<file path="src/rtl/bin2bcd_seq.sv">
// bin2bcd_seq: sequential binary-to-BCD converter using shift-and-add-3.
// One binary bit is consumed per clock. The result and overflow flag stay
// stable between conversions so the downstream display does not flicker.
// Optional feature macro: BIN2BCD_BLANK_EN adds a leading-zero blanking
// mask output (blank). Without the macro, that port and its logic are absent.
module bin2bcd_seq #(
    parameter int BIN_W  = 20,
    parameter int DIGITS = 6
) (
    input  logic                  clk,
    input  logic                  rst_n,
    input  logic                  start,
    input  logic [BIN_W-1:0]      bin_in,
    output logic                  busy,
    output logic                  done,
    output logic                  overflow,
`ifdef BIN2BCD_BLANK_EN
    output logic [DIGITS-1:0]     blank,
`endif
    output logic [4*DIGITS-1:0]   bcd_out
);

    localparam int CNT_W = $clog2(BIN_W + 1);
    // Scratch holds DIGITS result nibbles plus one guard nibble that catches overflow.
    localparam int SW    = 4 * (DIGITS + 1);

    typedef enum logic [1:0] {
        IDLE   = 2'd0,
        SHIFT  = 2'd1,
        FINISH = 2'd2
    } state_t;

    state_t                 state_q;
    logic [CNT_W-1:0]       cnt_q;
    logic [SW-1:0]          scratch_q;
    logic [BIN_W-1:0]       shreg_q;
    logic                   busy_q;
    logic                   done_q;
    logic                   ovf_q;
    logic [4*DIGITS-1:0]    bcd_q;

    logic [SW-1:0]          scratch_adj;
    logic [SW+BIN_W-1:0]    cat_sh;
    logic [SW-1:0]          scratch_d;
    logic [BIN_W-1:0]       shreg_d;
    logic                   ovf_d;
    logic [4*DIGITS-1:0]    bcd_d;
    logic [4*DIGITS-1:0]    nines;

`ifdef BIN2BCD_BLANK_EN
    logic [DIGITS-1:0]      blank_q;
    logic [DIGITS-1:0]      blank_d;
`endif

    // Add-3 correction per nibble (no inter-nibble carry), then one-bit left shift.
    always_comb begin
        scratch_adj = scratch_q;
        for (int unsigned i = 0; i < DIGITS + 1; i++) begin
            if (scratch_q[4*i +: 4] >= 4'd5) begin
                scratch_adj[4*i +: 4] = scratch_q[4*i +: 4] + 4'd3;
            end
        end
        cat_sh    = {scratch_adj, shreg_q} << 1;
        scratch_d = cat_sh[SW+BIN_W-1 -: SW];
        shreg_d   = cat_sh[BIN_W-1:0];
    end

    // Final result: saturate to all 9s when the guard nibble is non-zero.
    always_comb begin
        nines = '0;
        for (int unsigned i = 0; i < DIGITS; i++) begin
            nines[4*i +: 4] = 4'd9;
        end
        ovf_d = (scratch_q[SW-1 -: 4] != 4'd0);
        bcd_d = ovf_d ? nines : scratch_q[4*DIGITS-1:0];
    end

`ifdef BIN2BCD_BLANK_EN
    // Leading-zero mask: digit k blanks when it and every higher digit are zero; digit 0 never blanks.
    always_comb begin
        logic hi_zero;
        blank_d = '0;
        hi_zero = 1'b1;
        for (int unsigned k = DIGITS - 1; k >= 1; k--) begin
            hi_zero    = hi_zero && (scratch_q[4*k +: 4] == 4'd0);
            blank_d[k] = hi_zero && !ovf_d;
        end
    end
`endif

    // Control FSM with registered handshake and result outputs.
    always_ff @(posedge clk or negedge rst_n) begin
        if (!rst_n) begin
            state_q   <= IDLE;
            cnt_q     <= '0;
            scratch_q <= '0;
            shreg_q   <= '0;
            busy_q    <= 1'b0;
            done_q    <= 1'b0;
            ovf_q     <= 1'b0;
            bcd_q     <= '0;
`ifdef BIN2BCD_BLANK_EN
            blank_q   <= '0;
`endif
        end else begin
            case (state_q)
                IDLE: begin
                    done_q <= 1'b0;
                    if (start) begin
                        shreg_q   <= bin_in;
                        scratch_q <= '0;
                        cnt_q     <= CNT_W'(BIN_W);
                        state_q   <= SHIFT;
                    end
                end
                SHIFT: begin
                    busy_q    <= 1'b1;
                    scratch_q <= scratch_d;
                    shreg_q   <= shreg_d;
                    cnt_q     <= cnt_q - CNT_W'(1);
                    if (cnt_q == CNT_W'(1)) begin
                        state_q <= FINISH;
                    end
                end
                FINISH: begin
                    busy_q  <= 1'b0;
                    done_q  <= 1'b1;
                    ovf_q   <= ovf_d;
                    bcd_q   <= bcd_d;
`ifdef BIN2BCD_BLANK_EN
                    blank_q <= blank_d;
`endif
                    state_q <= IDLE;
                end
                default: begin
                    state_q <= IDLE;
                end
            endcase
        end
    end

    assign busy     = busy_q;
    assign done     = done_q;
    assign overflow = ovf_q;
    assign bcd_out  = bcd_q;
`ifdef BIN2BCD_BLANK_EN
    assign blank    = blank_q;
`endif

endmodule

</file>
<file path="config.mk">
export PLATFORM = sky130hd
export DESIGN_NAME = bin2bcd_seq
export DESIGN_NICKNAME = d
export VERILOG_FILES = /design/src/rtl/bin2bcd_seq.sv
export SDC_FILE = /design/constraint.sdc
export NUM_CORES = 1
export LEC_CHECK = 0
export ABC_CLOCK_PERIOD_IN_PS = 2100
export CAP_MARGIN = 20
export CORE_MARGIN = 3
export CORE_UTILIZATION = 30
export DETAILED_ROUTE_END_ITERATION = 6
export PLACE_DENSITY = 0.46
export RECOVER_POWER = 25
export SLEW_MARGIN = 20
export SYNTH_ARGS = -nofsm -noshare
export SYNTH_HDL_FRONTEND = slang
export SYNTH_SLANG_ARGS = --single-unit
</file>
<file path="constraint.sdc">
create_clock -name clk -period 2.1 [get_ports clk]
set_clock_uncertainty 0.2 [all_clocks]
set_input_delay 0.42 -clock clk [delete_from_list [all_inputs] [get_ports clk]]
set_output_delay 0.42 -clock clk [all_outputs]
set_load 0.005 [all_outputs]
</file>
# After elaboration in Yosys (flattened, before gate mapping)
# Index checks and enable logic that the tools add are counted.
[totals]
register_bits = 82
output_inout_bits = 27
input_bits = 23
elab_cells = 54
[classes]
muxes = 19
addsub = 8
n_reduce_logical = 7
magnitude_cmp = 7
n_eq_ne = 5
[ops]
columns = ["cell", "count"]
rows = [
  ["case mux 28 bit (2 select lines)", 1],
  ["case mux 20 bit (2 select lines)", 1],
  ["greater-or-equal comparator 4 x 3 -> 1 bit (second input constant)", 7],
  ["2-to-1 mux 28 bit", 1],
  ["adder 4 x 2 -> 4 bit (second input constant)", 6],
  ["2-to-1 mux 24 bit", 1],
  ["2-to-1 mux 4 bit", 6],
  ["2-to-1 mux 20 bit", 1],
  ["case mux 5 bit (2 select lines)", 1],
  ["nonzero test 2 bit", 3],
  ["== test 5 x 1 -> 1 bit (second input constant)", 1],
  ["2-to-1 mux 5 bit", 1],
  ["subtractor 5 x 1 -> 5 bit (second input constant)", 1],
  ["2-to-1 mux 2 bit", 2],
  ["inequality test 2 bit (second input constant)", 2],
  ["case mux 1 bit (2 select lines)", 2],
  ["case mux 2 bit (2 select lines)", 1],
  ["AND reduction 2 bit", 2],
  ["nonzero test 4 bit", 1],
  ["adder 3 x 2 -> 3 bit (second input constant)", 1],
  ["2-to-1 mux 3 bit", 1],
  ["== test 2 x 1 -> 1 bit (second input constant)", 1],
  ["== test 2 bit (second input constant)", 1],
  ["logical NOT 2 bit", 1],
]

# Logic depth before layout (Yosys ltp)
[logic_depth]
depth_word = 3
ltp_mapped = 9
mapped_depth_nobuf = 6

# Worst setup path after synthesis
# No wires, ideal clock.
[synth_path]
path_type = "register to register"
startpoint = "reg state_q[0]"
endpoint = "reg scratch_q[27]"
t_arrival_ns = 1.417
stages_incl_launch_ff = 9
slack_ns = 0.362
setup_time_ns = 0.122
n_path_buf = 3
path_cell_list = "dfrtp_1 inv_1 ha_1 buf_6 nand2b_4 and2_1 buf_6 buf_6 a32o_1"
[synth_via]
elab_chain_len = 3
elab_cells_between_ends = 6
[synth_lines]
columns = ["element", "line", "source"]
rows = [
  ["start: declaration", "33", "state_t state_q;"],
  ["start signal: assignment", "94", "state_q <= IDLE;"],
  ["start signal: assignment", "113", "state_q <= SHIFT;"],
  ["start signal: assignment", "122", "state_q <= FINISH;"],
  ["== test 2 x 1 -> 1 bit or logical NOT 2 bit (tied branches)", "106", "case (state_q)"],
  ["nonzero test 2 bit (no source line) or inequality test 2 bit (tied branches)", "-", ""],
  ["AND reduction 2 bit (no source line)", "-", ""],
  ["end signal: assignment", "118", "scratch_q <= scratch_d;"],
  ["end: declaration", "35", "logic [SW-1:0] scratch_q;"],
]
# Several ways; a longest one is shown, not always the timed one.
# A chain may end at the register's enable or synchronous reset.

# Worst setup path in the final report
[layout_path]
startpoint = "reg state_q[0]"
endpoint = "reg shreg_q[15]"
[layout_via]
elab_chain_len = 3
elab_cells_between_ends = 6
[layout_lines]
columns = ["element", "line", "source"]
rows = [
  ["== test 2 x 1 -> 1 bit or logical NOT 2 bit (tied branches)", "106", ""],
  ["nonzero test 2 bit (no source line) or inequality test 2 bit (tied branches)", "-", ""],
  ["AND reduction 2 bit (no source line)", "-", ""],
  ["end signal: assignment", "110", "shreg_q <= bin_in;"],
  ["end signal: assignment", "119", "shreg_q <= shreg_d;"],
  ["end: declaration", "36", "logic [BIN_W-1:0] shreg_q;"],
]
# Several ways; a longest one is shown, not always the timed one.

==> key figures <==
Logic synthesis
  • Commonest register cell after synthesis: dfrtp_1
  • Ys async rst share: 100%
  • Post-synthesis cell count: 363
  • Post-Syn Area: between 0.003 and 0.004 mm²
  • Library cells used by synthesis: 37
  • FF+latch count, synth: 82
  • Warnings, synthesis: 0
  • Syn avg cell area: 10.9 µm²
  • Number of flops mapped to enable cells by yosys: 0
  • Post-synthesis sequential area ratio: between 50% and 60%
  • Syn_nets: just over 400

Timing
  • Fin crit share: roughly nine tenths
  • Relative slew slack: 50.6%
  • Setup violators final: 0
  • Worst slew pin tran: 0.741 ns
  • RSZ-0062 raised after global routing: false
  • Achievable Freq: 520 MHz
  • Post-layout min period: just under 2 ns
  • Fin. max-slew vios: 0
  • Final hold vios: 0

Outcome
  • Status: completed

Critical path
  • Reg2Reg Depth: 6
  • Slowest Stage Delay on Critical Path: 0.45 ns
  • Slowest cell on the critical path: mux2_4
  • Critical Path RT: ~2.1 ns
  • Crit path launch type: flip-flop
  • WP data arrival: 1.94 ns
  • Crit path max fanout: 18
  • CP Cell Sequence: inv_1, ha_1, mux2_4, buf_12, nor2_1, a21oi_1
  • CP endpoint kind: flip-flop
  • Critical Setup Path Class: reg2reg

Min path
  • Cell depth of the worst hold path: 1
  • Hold crit path type: reg2reg

Die
  • Die Y: roughly 120 µm
  • Die area: 0.0146 mm²
  • IO Pins: 50
  • Core outline area: around 0.013 mm²
  • Starting density of the core: 31.0%
  • Chip width: 121 µm
  • # rows: 41

Clock tree
  • Clock latency at the later pin of the worst-skew pair: 0.34 ns
  • Clock tree sinks: 82
  • Max Buffers Root-to-Sink: 2
  • Post-CTS resize count: 0
  • H-tree Lvls: 3
  • TritonCTS clock tree: built
  • Number of CTS-inserted buffers: 9
  • Clock transition at path regs: roughly 0.060 ns
  • Post-CTS setup buffers: 0
  • Root buf cell: clkbuf_16
  • Cts-stage hold buffer count: 1

Global routing
  • Top Usage Layer GRT: met2
  • Pin count of the biggest net entering global routing: 36
  • Met1 Use GR: 17.5%
  • Gr usage total: roughly an eighth
  • Grt ovf: 0
  • M2 GR Usage: 20.5%
  • First-pass GRT wire length: 15,300 µm
  • M3 GR Usage: 4.40%
  • Vias in the first global route: between 3,000 and 4,000
  • Initial antenna violation count: 0

Drt
  • DR iter-0 viols: ~150
  • Vias per std cell: 4.80
  • Routed WL: about 9000 µm
  • Wire per inst: roughly 15 µm
  • Initial DRT Pass Iterations: 6
  • # DRC: 0
  • Post-route ant nets: 0
  • Vias: 2,886

Placement
  • Area after DPL: 0.00471 mm²
  • GP Congestion: 0.751
  • Post-detail-place hpwl: about 6000 µm
  • Port bufs: 49
  • Post-Place Cells: about 580

Power
  • Total power: 6.95 mW
  • Worst-case vdd ir drop: between 0.4 and 0.5 mV
  • Power per cell area: 1390 mW/mm²
  • Leak pwr: 2.15 nW

Job
  • Max-cap violations: 0

Final layout
  • Final Cell Area: around 0.005 mm²
  • Multi-input gate area: 0.00162 mm²
  • Fin cells: 601
  • Syn-to-layout area delta: 26.9%
  • Nets: between 400 and 500
  • Final Util: between 30% and 40%
  • Share of cells above drive strength 1: 10.3%
  • Diodes inserted: 0
  • Register area: 0.00205 mm²
  • Filler cell count: 1,310
-- cells by family after synthesis --
family | after synthesis | share of synthesized area (%)
AO/OA/AOI/OAI | 134 | 22.1
flip-flops | 82 | 52.0
multiplexers | 14 | 3.68
XOR/XNOR | 13 | 2.89
buffers and inverters | 54 | 6.82
AND/OR/NAND/NOR | 46 | 6.12
adder cells (fa/ha/maj) | 20 | 6.35
-- Yosys cell counts, types with 2 or more instances --
cell | n | area share [%]
xor2_1 | 6 | 1.3
o22ai_1 | 42 | 6.7
dfrtp_1 | 82 | 52
nand2_1 | 12 | 1.1
a22o_1 | 7 | 1.6
buf_4 | 3 | 0.57
mux2i_1 | 13 | 3.3
o22a_1 | 6 | 1.3
buf_6 | 6 | 1.7
inv_1 | 32 | 3.0
nand2b_1 | 8 | 1.3
nor2_1 | 16 | 1.5
nand3_1 | 2 | 0.25
a21oi_1 | 38 | 4.8
o32ai_1 | 5 | 1.1
a32o_1 | 7 | 1.8
clkbuf_1 | 3 | 0.29
buf_2 | 8 | 1.0
o31ai_1 | 6 | 1.1
o21ai_0 | 18 | 2.3
o21ai_1 | 2 | 0.25
ha_1 | 20 | 6.3
xnor2_1 | 7 | 1.6
-- registers in the layout, indices dropped and copies added, names as in the netlist --
| name | cells |
|---|---|
| busy | 1 |
| shreg_q | 20 |
| cnt_q | 5 |
| scratch_q | 28 |
| done | 1 |
| bcd_out | 24 |
| state_q | 2 |
| overflow | 1 |
-- worst paths after layout --
path                       startpoint          end  slack, ns
max in group asynchronous       rst_n   bcd_out[1]       0.47
min                              done         done       0.29
max reg2reg                state_q[0]  shreg_q[15]       0.18
max                        state_q[0]  shreg_q[15]       0.18
min reg2reg                      done         done       0.29
min in group asynchronous       rst_n     overflow       0.47
-- cells in the final DEF (no fill, tap or decap), types with 2 or more instances in the layout --
| cell | netlist | final |
|---|---|---|
| o31ai_1 | 6 | 6 |
| mux2i_1 | 13 | 13 |
| o32ai_1 | 5 | 5 |
| inv_1 | 32 | 32 |
| nand2_1 | 12 | 12 |
| a21oi_1 | 38 | 38 |
| xnor2_1 | 7 | 7 |
| ha_1 | 20 | 20 |
| clkdlybuf4s50_1 | 0 | 48 |
| clkinv_2 | 0 | 4 |
| clkbuf_16 | 0 | 9 |
| nand3_1 | 2 | 2 |
| o21ai_0 | 18 | 18 |
| o22ai_1 | 42 | 42 |
| o21ai_1 | 2 | 2 |
| xor2_1 | 6 | 6 |
| buf_12 | 0 | 4 |
| nor2_1 | 16 | 16 |
| a22o_1 | 7 | 7 |
| buf_4 | 3 | 17 |
| a32o_1 | 7 | 7 |
| dfrtp_1 | 82 | 82 |
| o22a_1 | 6 | 6 |
| nand2b_1 | 8 | 8 |
-- area by class of cell --
cell class                      instances  share of cell area, %
Sequential cell                        82                   41.0
Clock buffer                           10                   4.58
Multi-Input combinational cell        227                   32.4
Inverter                               33                   2.48
Timing Repair Buffer                   71                   14.1
Tap cell                              172                   4.30
Clock inverter                          6                   1.15
-- critical path: cells and delay by family (launching register included) --
kind	cells	cell delay (ns)
AND/OR/NAND/NOR	1	0.08
adder cells (fa/ha/maj)	1	0.34
AO/OA/AOI/OAI	1	0.05
multiplexers	1	0.45
flip-flops	1	0.39
buffers and inverters	2	0.27
-- routing by layer --
metal	share of wire, %	up-vias
met5	0	-
met3	3.6	8
li1	-	1436
met4	1.0	0
met1	49	1400
met2	46	42
-- through the flow --
| stage | TNS, ns | setup slack (ns) | hold WS, ns |
|---|---|---|---|
| after CTS | 0 | 0.149 | 0.288 |
| final | 0 | 0.176 | 0.287 |
| after global placement | 0 | 0.00367 | 0.177 |
| after global routing | 0 | 0.0105 | 0.318 |
| after floorplan | 0 | 0.362 | -0.0756 |
| after detailed placement | -0.168 | -0.0292 | 0.178 |
-- power breakdown --
part	switching [mW]	internal [mW]	total, mW
Combinational	1.44	1.39	2.83
Clock	0.633	0.912	1.55
Sequential	0.441	2.13	2.57
(Power assumes the default switching activity.)
